File: config.mk
export PLATFORM = sky130hd
export DESIGN_NAME = if_fetch_unit
export DESIGN_NICKNAME = d
export VERILOG_FILES = /design/src/rtl/if_fetch_unit.sv
export SDC_FILE = /design/constraint.sdc
export NUM_CORES = 1
export LEC_CHECK = 0
export CAP_MARGIN = 25
export CORE_UTILIZATION = 50
export CTS_CLUSTER_DIAMETER = 60
export CTS_CLUSTER_SIZE = 24
export DETAILED_ROUTE_END_ITERATION = 8
export MAX_ROUTING_LAYER = met4
export PLACE_DENSITY_LB_ADDON = 0.1
export SKIP_LAST_GASP = 1
export SLEW_MARGIN = 10
export SYNTH_ARGS = -nofsm -noshare
export SYNTH_HDL_FRONTEND = slang
export SYNTH_SLANG_ARGS = --single-unit
export TNS_END_PERCENT = 5
File: constraint.sdc
create_clock -name clk -period 13.4 [get_ports clk]
set_input_delay 2.68 -clock clk [delete_from_list [all_inputs] [get_ports clk]]
set_output_delay 2.68 -clock clk [all_outputs]
set_load 0.05 [all_outputs]
File: src/rtl/if_fetch_unit.sv
// if_fetch_unit: MIPS-Lite instruction fetch with req/ack imem port, 1-entry skid buffer and redirect flush.
// Optional IF_ALIGN_CHECK_EN makes misalign_err a sticky flag for misaligned redirect targets.
module if_fetch_unit #(
    parameter logic [31:0] RESET_PC = 32'h0000_0000
) (
    input  logic        clk,
    input  logic        rst,
    input  logic        stall,
    input  logic        redirect,
    input  logic [31:0] redirect_pc,
    output logic        imem_req,
    output logic [31:0] imem_addr,
    input  logic        imem_ack,
    input  logic [31:0] imem_rdata,
    output logic [31:0] pc_out,
    output logic [31:0] ins_out,
    output logic        valid_out,
    output logic        misalign_err
);
    typedef enum logic [1:0] {IDLE, FETCH, DISCARD, FULL} state_t;
    state_t      state_q;
    logic [31:0] pc_q, req_addr_q, skid_pc_q, skid_ins_q, pc_out_q, ins_out_q;
    logic        valid_q;
    logic [31:0] tgt, pc_inc, req_inc;
    assign tgt       = redirect_pc & ~32'h3;
    assign pc_inc    = pc_q + 32'd4;
    assign req_inc   = req_addr_q + 32'd4;
    assign imem_req  = (state_q == FETCH) || (state_q == DISCARD);
    assign imem_addr = req_addr_q;
    assign pc_out    = pc_out_q;
    assign ins_out   = ins_out_q;
    assign valid_out = valid_q;
    always_ff @(posedge clk or posedge rst) begin
        if (rst) begin
            state_q    <= IDLE;
            pc_q       <= RESET_PC;
            req_addr_q <= RESET_PC;
            skid_pc_q  <= '0;
            skid_ins_q <= '0;
            pc_out_q   <= '0;
            ins_out_q  <= '0;
            valid_q    <= 1'b0;
        end else begin
            // A redirect always flushes the output, even under stall
            if (redirect) begin
                pc_q      <= tgt;
                ins_out_q <= '0;
                valid_q   <= 1'b0;
            end
            case (state_q)
                IDLE: begin
                    state_q    <= FETCH;
                    req_addr_q <= redirect ? tgt : pc_q;
                end
                FETCH: begin
                    if (redirect) begin
                        if (imem_ack) req_addr_q <= tgt;
                        else state_q <= DISCARD;
                    end else if (imem_ack) begin
                        pc_q <= pc_inc;
                        if (stall) begin
                            skid_pc_q  <= req_inc;
                            skid_ins_q <= imem_rdata;
                            state_q    <= FULL;
                        end else begin
                            pc_out_q   <= req_inc;
                            ins_out_q  <= imem_rdata;
                            valid_q    <= 1'b1;
                            req_addr_q <= pc_inc;
                        end
                    end else if (!stall) begin
                        ins_out_q <= '0;
                        valid_q   <= 1'b0;
                    end
                end
                DISCARD: begin
                    if (imem_ack) begin
                        state_q    <= FETCH;
                        req_addr_q <= redirect ? tgt : pc_q;
                    end
                end
                FULL: begin
                    if (redirect) begin
                        state_q    <= FETCH;
                        req_addr_q <= tgt;
                    end else if (!stall) begin
                        pc_out_q   <= skid_pc_q;
                        ins_out_q  <= skid_ins_q;
                        valid_q    <= 1'b1;
                        state_q    <= FETCH;
                        req_addr_q <= pc_q;
                    end
                end
                default: state_q <= IDLE;
            endcase
        end
    end
`ifdef IF_ALIGN_CHECK_EN
    logic misalign_q;
    always_ff @(posedge clk or posedge rst) begin
        if (rst) misalign_q <= 1'b0;
        else if (redirect && |redirect_pc[1:0]) misalign_q <= 1'b1;
    end
    assign misalign_err = misalign_q;
`else
    assign misalign_err = 1'b0;
`endif
endmodule

==> results.md, run 1 <==
- Run status: finished, final reports clean
- Avg Synthesized Cell Area: 9.43 um^2
- Pin count of the biggest net entering global routing: 139
- CP Data Required Time: 13.74 ns
- Setup ws final: 8.22 ns
- Clock Sink Count: 195
- FF-to-FF path depth: 6
- Overall track demand over capacity in global routing: 27.4%
- Count of flip-flops with a built-in enable after synthesis: 0
- Hold_ws: 0.475 ns
- Antenna viol nets, final: 0
- Overflow after GRT: 0
- Clock network power share: 16.5%
- VDD IR max: 0.000138 V
- Count of final max-slew check failures: 0
- Worst Hold Depth: 2
- Number of DRC violations after detailed routing: 0
- Critical path startpoint category: input port
- Area grow syn2layout: 22.9%
- Leakage power: 4.99 nW
- Cell area after technology mapping: 10000 um^2
- Switching power share of the total: 47.0%
- Clock Skews: 0.0109 ns
- Part of the power in registers: 34.5%
- GPL Wtd Cong: 0.911
- Num CTS Buffers: 17
- Detailed placement HPWL: 17500 um
- Number of filler cells placed in the layout: 1734
- Portion of the post-synthesis area used by sequential elements: 48.7%
- Number of global-route vias before repair: 7679
- DIE AREA: 20600 um^2
- Clock tree from TritonCTS: yes
- Clock edge transition at the registers on the reported setup and hold paths: 0.07 ns
- Std-Cell Rows: 51
- Post-synth top flop: sky130_fd_sc_hd__dfrtp_1
- Path type of the worst min-delay path: reg2reg
- Count of maximum capacitance violations: 0
- Least-Margin Pin Slew: 1.00 ns
- Final standard cell area without fillers: 12300 um^2
- Placed standard-cell area: 11700 um^2
- Synthesized Nets: 1137
- Synthesized flop and latch total: 195
- Final setup violation count: 0
- Number of distinct library cells after synthesis: 59
- Net Switching: 0.00138 W
- Global-route wire length before repair: 42000 um
- Vias per cell: 5.71
- Number of nets in the final layout: 1247
- Relative contribution of combinational cells to total power: 49.0%
- Worst path arrival time: 5.52 ns
- Fmax: 0.193 GHz
- P per Cell Area: 239 nW/um^2
- H-tree level count: 4
- Clk_lat worst skew: 0.44 ns
- Number of diodes: 0
- # resized after CTS: 0
- Number of failing hold endpoints at the final stage: 0
- Number of antenna violations at the first check in global routing: 0
- Setup TNS: 0 ns
- Total area of multi-input combinational cells: 4690 um^2
- Core region area: 19500 um^2
- Number of buffers on the longest clock path: 2
- Number of buffers added to fix hold violations after cts: 0
- Internal power contribution: 0.00156 W
- Width of the die: 144 um
- Sequential Area: 4880 um^2
- Worst rel slew slack: 32.6%
- WL per Instance: 18.2 um
- DRT Wirelength: 26300 um
- Crit Path Class: in2reg
- Starting density of the core: 51.3%
- Post-CTS Setup Bufs: 0
- Floorplan die height: 144 um
- Post-place setup slack: 7.77 ns
- Worst setup EP type: register
- Number of buffers inserted by port buffering: 164
- Largest fanout on the critical path: 38
- Synth warnings: 0
- Share of cells above drive strength 1: 9.36%
- Fraction of registers with async set/reset: 100%
- Via count: 8283
- Iter 0 DRT Violations: 656
- Layout Utilization: 63.1%
- Final worst path period share: 38.7%
- Detailed-routing iteration count for the pre-antenna-repair pass: 5
- Root Buffer Master: sky130_fd_sc_hd__clkbuf_16
- Count of mapped cells out of synthesis: 1063
- RSZ-0062 raised after global routing: no
- Final critical-path required period: 5.18 ns
- I/O pin total: 168
[critical path, stage by stage]
cell and delay [ns]:
sky130_fd_sc_hd__clkdlybuf4s50_1 0.73, sky130_fd_sc_hd__and2_1 0.34, sky130_fd_sc_hd__buf_4 0.48, sky130_fd_sc_hd__o21a_1 0.69, sky130_fd_sc_hd__nand2_1 0.30, sky130_fd_sc_hd__o21ai_0 0.27
[kinds of logic (layout without fill, tap and decap cells)]
family                   count (synthesis)  count (layout)  synth area share, %
buffers and inverters                  111             234                 4.80
XOR/XNOR                                59              59                 5.16
flip-flops                             195             195                 48.7
multiplexers                            60              60                 6.61
AND/OR/NAND/NOR                        376             376                 18.0
other                                    1               1               0.0374
AO/OA/AOI/OAI                          256             256                 16.1
adder cells (fa/ha/maj)                  5               5                0.624
[final cells by class]
type | instances | area share [%]
repair buffers | 176 | 14.3
inverters | 26 | 0.854
clock inverters | 15 | 0.976
multi-input cells | 757 | 38.1
clock buffers | 17 | 3.46
well taps | 265 | 2.69
flip-flops and latches | 195 | 39.6
[cell usage in the layout (no fill, tap or decap), types with 14 or more instances in the layout]
cell type                           n
sky130_fd_sc_hd__dfrtp_1          195
sky130_fd_sc_hd__clkdlybuf4s50_1  163
sky130_fd_sc_hd__nor2_1           125
sky130_fd_sc_hd__nand2_1           99
sky130_fd_sc_hd__o21ai_0           69
sky130_fd_sc_hd__a21oi_1           65
sky130_fd_sc_hd__mux2_2            49
sky130_fd_sc_hd__xnor2_1           47
sky130_fd_sc_hd__nor3_1            36
sky130_fd_sc_hd__a22oi_1           34
sky130_fd_sc_hd__nand3_1           26
sky130_fd_sc_hd__inv_1             23
sky130_fd_sc_hd__nor4_1            19
sky130_fd_sc_hd__nand4_1           17
sky130_fd_sc_hd__clkbuf_16         17
sky130_fd_sc_hd__o31ai_1           15
sky130_fd_sc_hd__and3_1            14
[cell usage after synthesis (all sizes together) (2+ instances only)]
library cell	count	area (um^2)
nand2b	6	37.5
o21ai	75	375
or3	3	18.8
o22ai	9	56.3
a21o	4	30.0
nand3	26	130
dfrtp	195	4880
or4	2	15.0
mux2	49	552
o31a	10	87.6
o311ai	3	26.3
a21oi	65	325
a211oi	8	60.1
and2	5	31.3
nor3	36	180
clkbuf	46	174
ha	5	62.6
xnor2	47	412
nor3b	2	15.0
o31ai	15	113
xor2	12	105
o21a	5	37.5
a221oi	11	103
inv	25	93.8
nor2b	4	25.0
and3	14	87.6
a22oi	34	255
nor2	125	469
mux2i	11	110
nand4	20	153
a311oi	5	43.8
buf	39	209
a31oi	3	18.8
nor4b	2	23.8
nor4	23	169
a21boi	2	15.0
and4	8	70.1
nand2	100	375
[power by group through the flow]
| stage | Sequential (W) | Combinational [W] | Clock, W |
|---|---|---|---|
| after floorplan | 0.00134 | 0.000635 | 0 |
| after global placement | 0.00101 | 0.00142 | 0 |
| after detailed placement | 0.00102 | 0.00144 | 0 |
| after CTS | 0.00101 | 0.00144 | 0.000490 |
| after global routing | 0.00104 | 0.00156 | 0.000512 |
| final | 0.00101 | 0.00144 | 0.000484 |
[layer usage]
| metal | routed length [um] | share of wire [%] | track usage [%] |
|---|---|---|---|
| met3 | 1260 | 4.8 | 3.60 |
| met2 | 12000 | 45 | 40.3 |
| met5 | 0 | 0 | - |
| met4 | 528 | 2.0 | 8.29 |
| met1 | 12600 | 48 | 39.3 |
[flip-flops by register name, summed over array words and instances, names as in the netlist]
name / flops
imem_addr: 32
ins_out: 32
pc_out: 32
pc_q: 32
skid_ins_q: 32
skid_pc_q: 32
state_q: 2
valid_out: 1
[stage by stage]
stage          cells  power (W)
2_1_floorplan   1063    0.00198
3_3_place_gp    1417    0.00243
3_5_place_dp    1417    0.00246
4_1_cts         1449    0.00294
5_1_grt         1451    0.00311
6_report        1451    0.00294
[path summary, 6_finish.rpt]
path | to | startpoint | slack [ns]
max | pc_out[22] | imem_ack | 8.22
min | skid_pc_q[22] | skid_pc_q[22] | 0.48
max reg2reg | pc_out[22] | state_q[0] | 10.55
min reg2reg | skid_pc_q[22] | skid_pc_q[22] | 0.48
max in group asynchronous | skid_pc_q[23] | rst | 9.26
min in group asynchronous | ins_out[13] | rst | 2.57
No activity file was read; power rests on OpenSTA's default activity.
==> run 2, diff against run 1 <==
--- a/config.mk
+++ b/config.mk
@@ -6,7 +6,7 @@
 export NUM_CORES = 1
 export LEC_CHECK = 0
 export CAP_MARGIN = 25
-export CORE_UTILIZATION = 50
+export CORE_UTILIZATION = 49
 export CTS_CLUSTER_DIAMETER = 60
 export CTS_CLUSTER_SIZE = 24
 export DETAILED_ROUTE_END_ITERATION = 8
==> constraint.sdc (replaced) <==
create_clock -name clk -period 4.6 [get_ports clk]
set_input_delay 0.92 -clock clk [delete_from_list [all_inputs] [get_ports clk]]
set_output_delay 0.92 -clock clk [all_outputs]
set_load 0.05 [all_outputs]
==> results.md, run 2 (synthesized netlist as in run 1, its figures left out) <==
- Run status: finished, final reports clean
- # resized after CTS: 0
- Fmax: 0.307 GHz
- Clock tree from TritonCTS: yes
- Num CTS Buffers: 17
- Hold_ws: 0.474 ns
- Worst hold start: skid_pc_q[30]
- Worst rel slew slack: 40.2%
- Number of antenna violations at the first check in global routing: 0
- Switching power share of the total: 46.9%
- Number of buffers on the longest clock path: 2
- Leakage power: 4.99 nW
- Share of cells above drive strength 1: 9.66%
- Largest incremental delay on the critical path: 0.74 ns
- Least-Margin Pin Slew: 0.897 ns
- Part of the power in registers: 34.5%
- Critical path buffers and inverters: 2
- Minimum setup slack among reg-to-reg paths: 1.71 ns
- Largest delay contributor family on the critical path: buffers and inverters
- Final worst path period share: 70.9%
- Sequential Area: 4880 um^2
- Total area of multi-input combinational cells: 4680 um^2
- Reg-to-reg critical path endpoint: pc_out[22]
- Clock Skews: 0.0119 ns
- Clock network power share: 16.6%
- Top library cells by usage in the layout, fill and taps aside: sky130_fd_sc_hd__dfrtp_1 (195), sky130_fd_sc_hd__clkdlybuf4s50_1 (163), sky130_fd_sc_hd__nor2_1 (125), sky130_fd_sc_hd__nand2_1 (99), sky130_fd_sc_hd__o21ai_0 (69)
- I/O pin total: 168
- Vias per cell: 5.73
- Critical path startpoint category: input port
- Core region area: 19800 um^2
- DRT Wirelength: 26500 um
- Area grow syn2layout: 22.9%
- Antenna viol nets, final: 0
- Path type of the worst min-delay path: reg2reg
- Layout Utilization: 62.3%
- Overflow after GRT: 0
- Overall track demand over capacity in global routing: 26.4%
- Floorplan die height: 145 um
- Number of cells on the critical path: 6
- Net Switching: 0.00402 W
- Pin count of the biggest net entering global routing: 154
- P per Cell Area: 696 nW/um^2
- Setup TNS: 0 ns
- Detailed-routing iteration count for the pre-antenna-repair pass: 5
- Root Buffer Master: sky130_fd_sc_hd__clkbuf_16
- Detailed placement HPWL: 17900 um
- CP Data Required Time: 4.95 ns
- Number of filler cells placed in the layout: 1722
- Crit Path Class: in2reg
- Crit path max-delay cell type: sky130_fd_sc_hd__clkdlybuf4s50_1
- Std-Cell Rows: 51
- Internal power contribution: 0.00455 W
- Count of maximum capacitance violations: 0
- Number of DRC violations after detailed routing: 0
- Most common cell after layout, fill and taps aside: sky130_fd_sc_hd__dfrtp_1
- Width of the die: 145 um
- Final setup violation count: 0
- DIE AREA: 21000 um^2
- Global-route wire length before repair: 43000 um
- Number of global-route vias before repair: 7841
- Worst setup EP type: register
- GPL Wtd Cong: 0.910
- FF-to-FF path depth: 6
- Number of diodes: 0
- Number of nets in the final layout: 1251
- Post-CTS Setup Bufs: 0
- Final critical-path required period: 3.26 ns
- Clock Sink Count: 195
- Clock edge transition at the registers on the reported setup and hold paths: 0.07 ns
- Count of final max-slew check failures: 0
- RSZ-0062 raised after global routing: no
- Largest fanout on the critical path: 34
- WL per Instance: 18.2 um
- H-tree level count: 4
- Number of buffers inserted by port buffering: 164
- Worst path arrival time: 3.61 ns
- Startpoint of the most critical register-to-register path: state_q[0]
- Clk_lat worst skew: 0.44 ns
- Starting density of the core: 50.7%
- Start point of the critical path: imem_ack
- Iter 0 DRT Violations: 575
- Cells along the critical path: clkdlybuf4s50_1, and2_1, buf_4, o21a_1, nand2_1, o21ai_0
- Via count: 8333
- Number of buffers added to fix hold violations after cts: 0
- Relative contribution of combinational cells to total power: 48.9%
- VDD IR max: 0.000316 V
- Endpoint of the worst setup timing path: pc_out[22]
- Number of failing hold endpoints at the final stage: 0
## run 2: cell count changes in the layout (fill, tap and decap cells not counted), sizes merged
| cell | previous run | this run |
|---|---|---|
| clkinvlp | 3 | 4 |
| clkinv | 6 | 7 |
| buf | 13 | 17 |
| inv | 32 | 30 |
## run 2: layout make-up
cell class	count	share of cell area [%]
Sequential cell	195	39.6
Multi-Input combinational cell	757	38.0
Timing Repair Buffer	180	14.4
Clock buffer	17	3.45
Tap cell	265	2.69
Clock inverter	15	1.02
Inverter	26	0.823
## run 2: worst min-delay path, cell delays in order, from the launching register on
cell	delay [ns]
sky130_fd_sc_hd__dfrtp_1	0.34
sky130_fd_sc_hd__nand2_1	0.04
sky130_fd_sc_hd__o21ai_0	0.06
## run 2: power by group through the flow
stage	Combinational (W)	Clock, W	Sequential [W]
2_1_floorplan	0.00185	0	0.00391
3_3_place_gp	0.00414	0	0.00295
3_5_place_dp	0.00420	0	0.00298
4_1_cts	0.00421	0.00143	0.00295
5_1_grt	0.00450	0.00151	0.00305
6_report	0.00419	0.00142	0.00296
## run 2: worst min path at each step
stage                         end  slack, ns  depth (start not counted)
floorplan           skid_pc_q[15]       0.44                          2
global placement    skid_pc_q[16]       0.45                          2
detailed placement  skid_pc_q[30]       0.47                          2
CTS                 skid_pc_q[30]       0.48                          2
global route        skid_pc_q[23]       0.49                          2
finish              skid_pc_q[30]       0.47                          2
## run 2: per-stage QoR
stage / power [W] / instance area (um^2) / cells / setup slack, ns
2_1_floorplan: 0.00576 / 10000 / 1063 / 1.16
3_3_place_gp: 0.00709 / 11800 / 1423 / 0.895
3_5_place_dp: 0.00718 / 11800 / 1423 / 0.912
4_1_cts: 0.00859 / 12300 / 1455 / 1.33
5_1_grt: 0.00906 / 12300 / 1455 / 1.11
6_report: 0.00857 / 12300 / 1455 / 1.34
## run 2: per-layer routing
layer	vias to the layer above	GRT usage, %	share of wire [%]
li1	4022	-	-
met2	250	39.1	46
met3	35	3.40	5.3
met1	4026	37.8	47
met4	0	7.71	1.8
met5	-	-	0
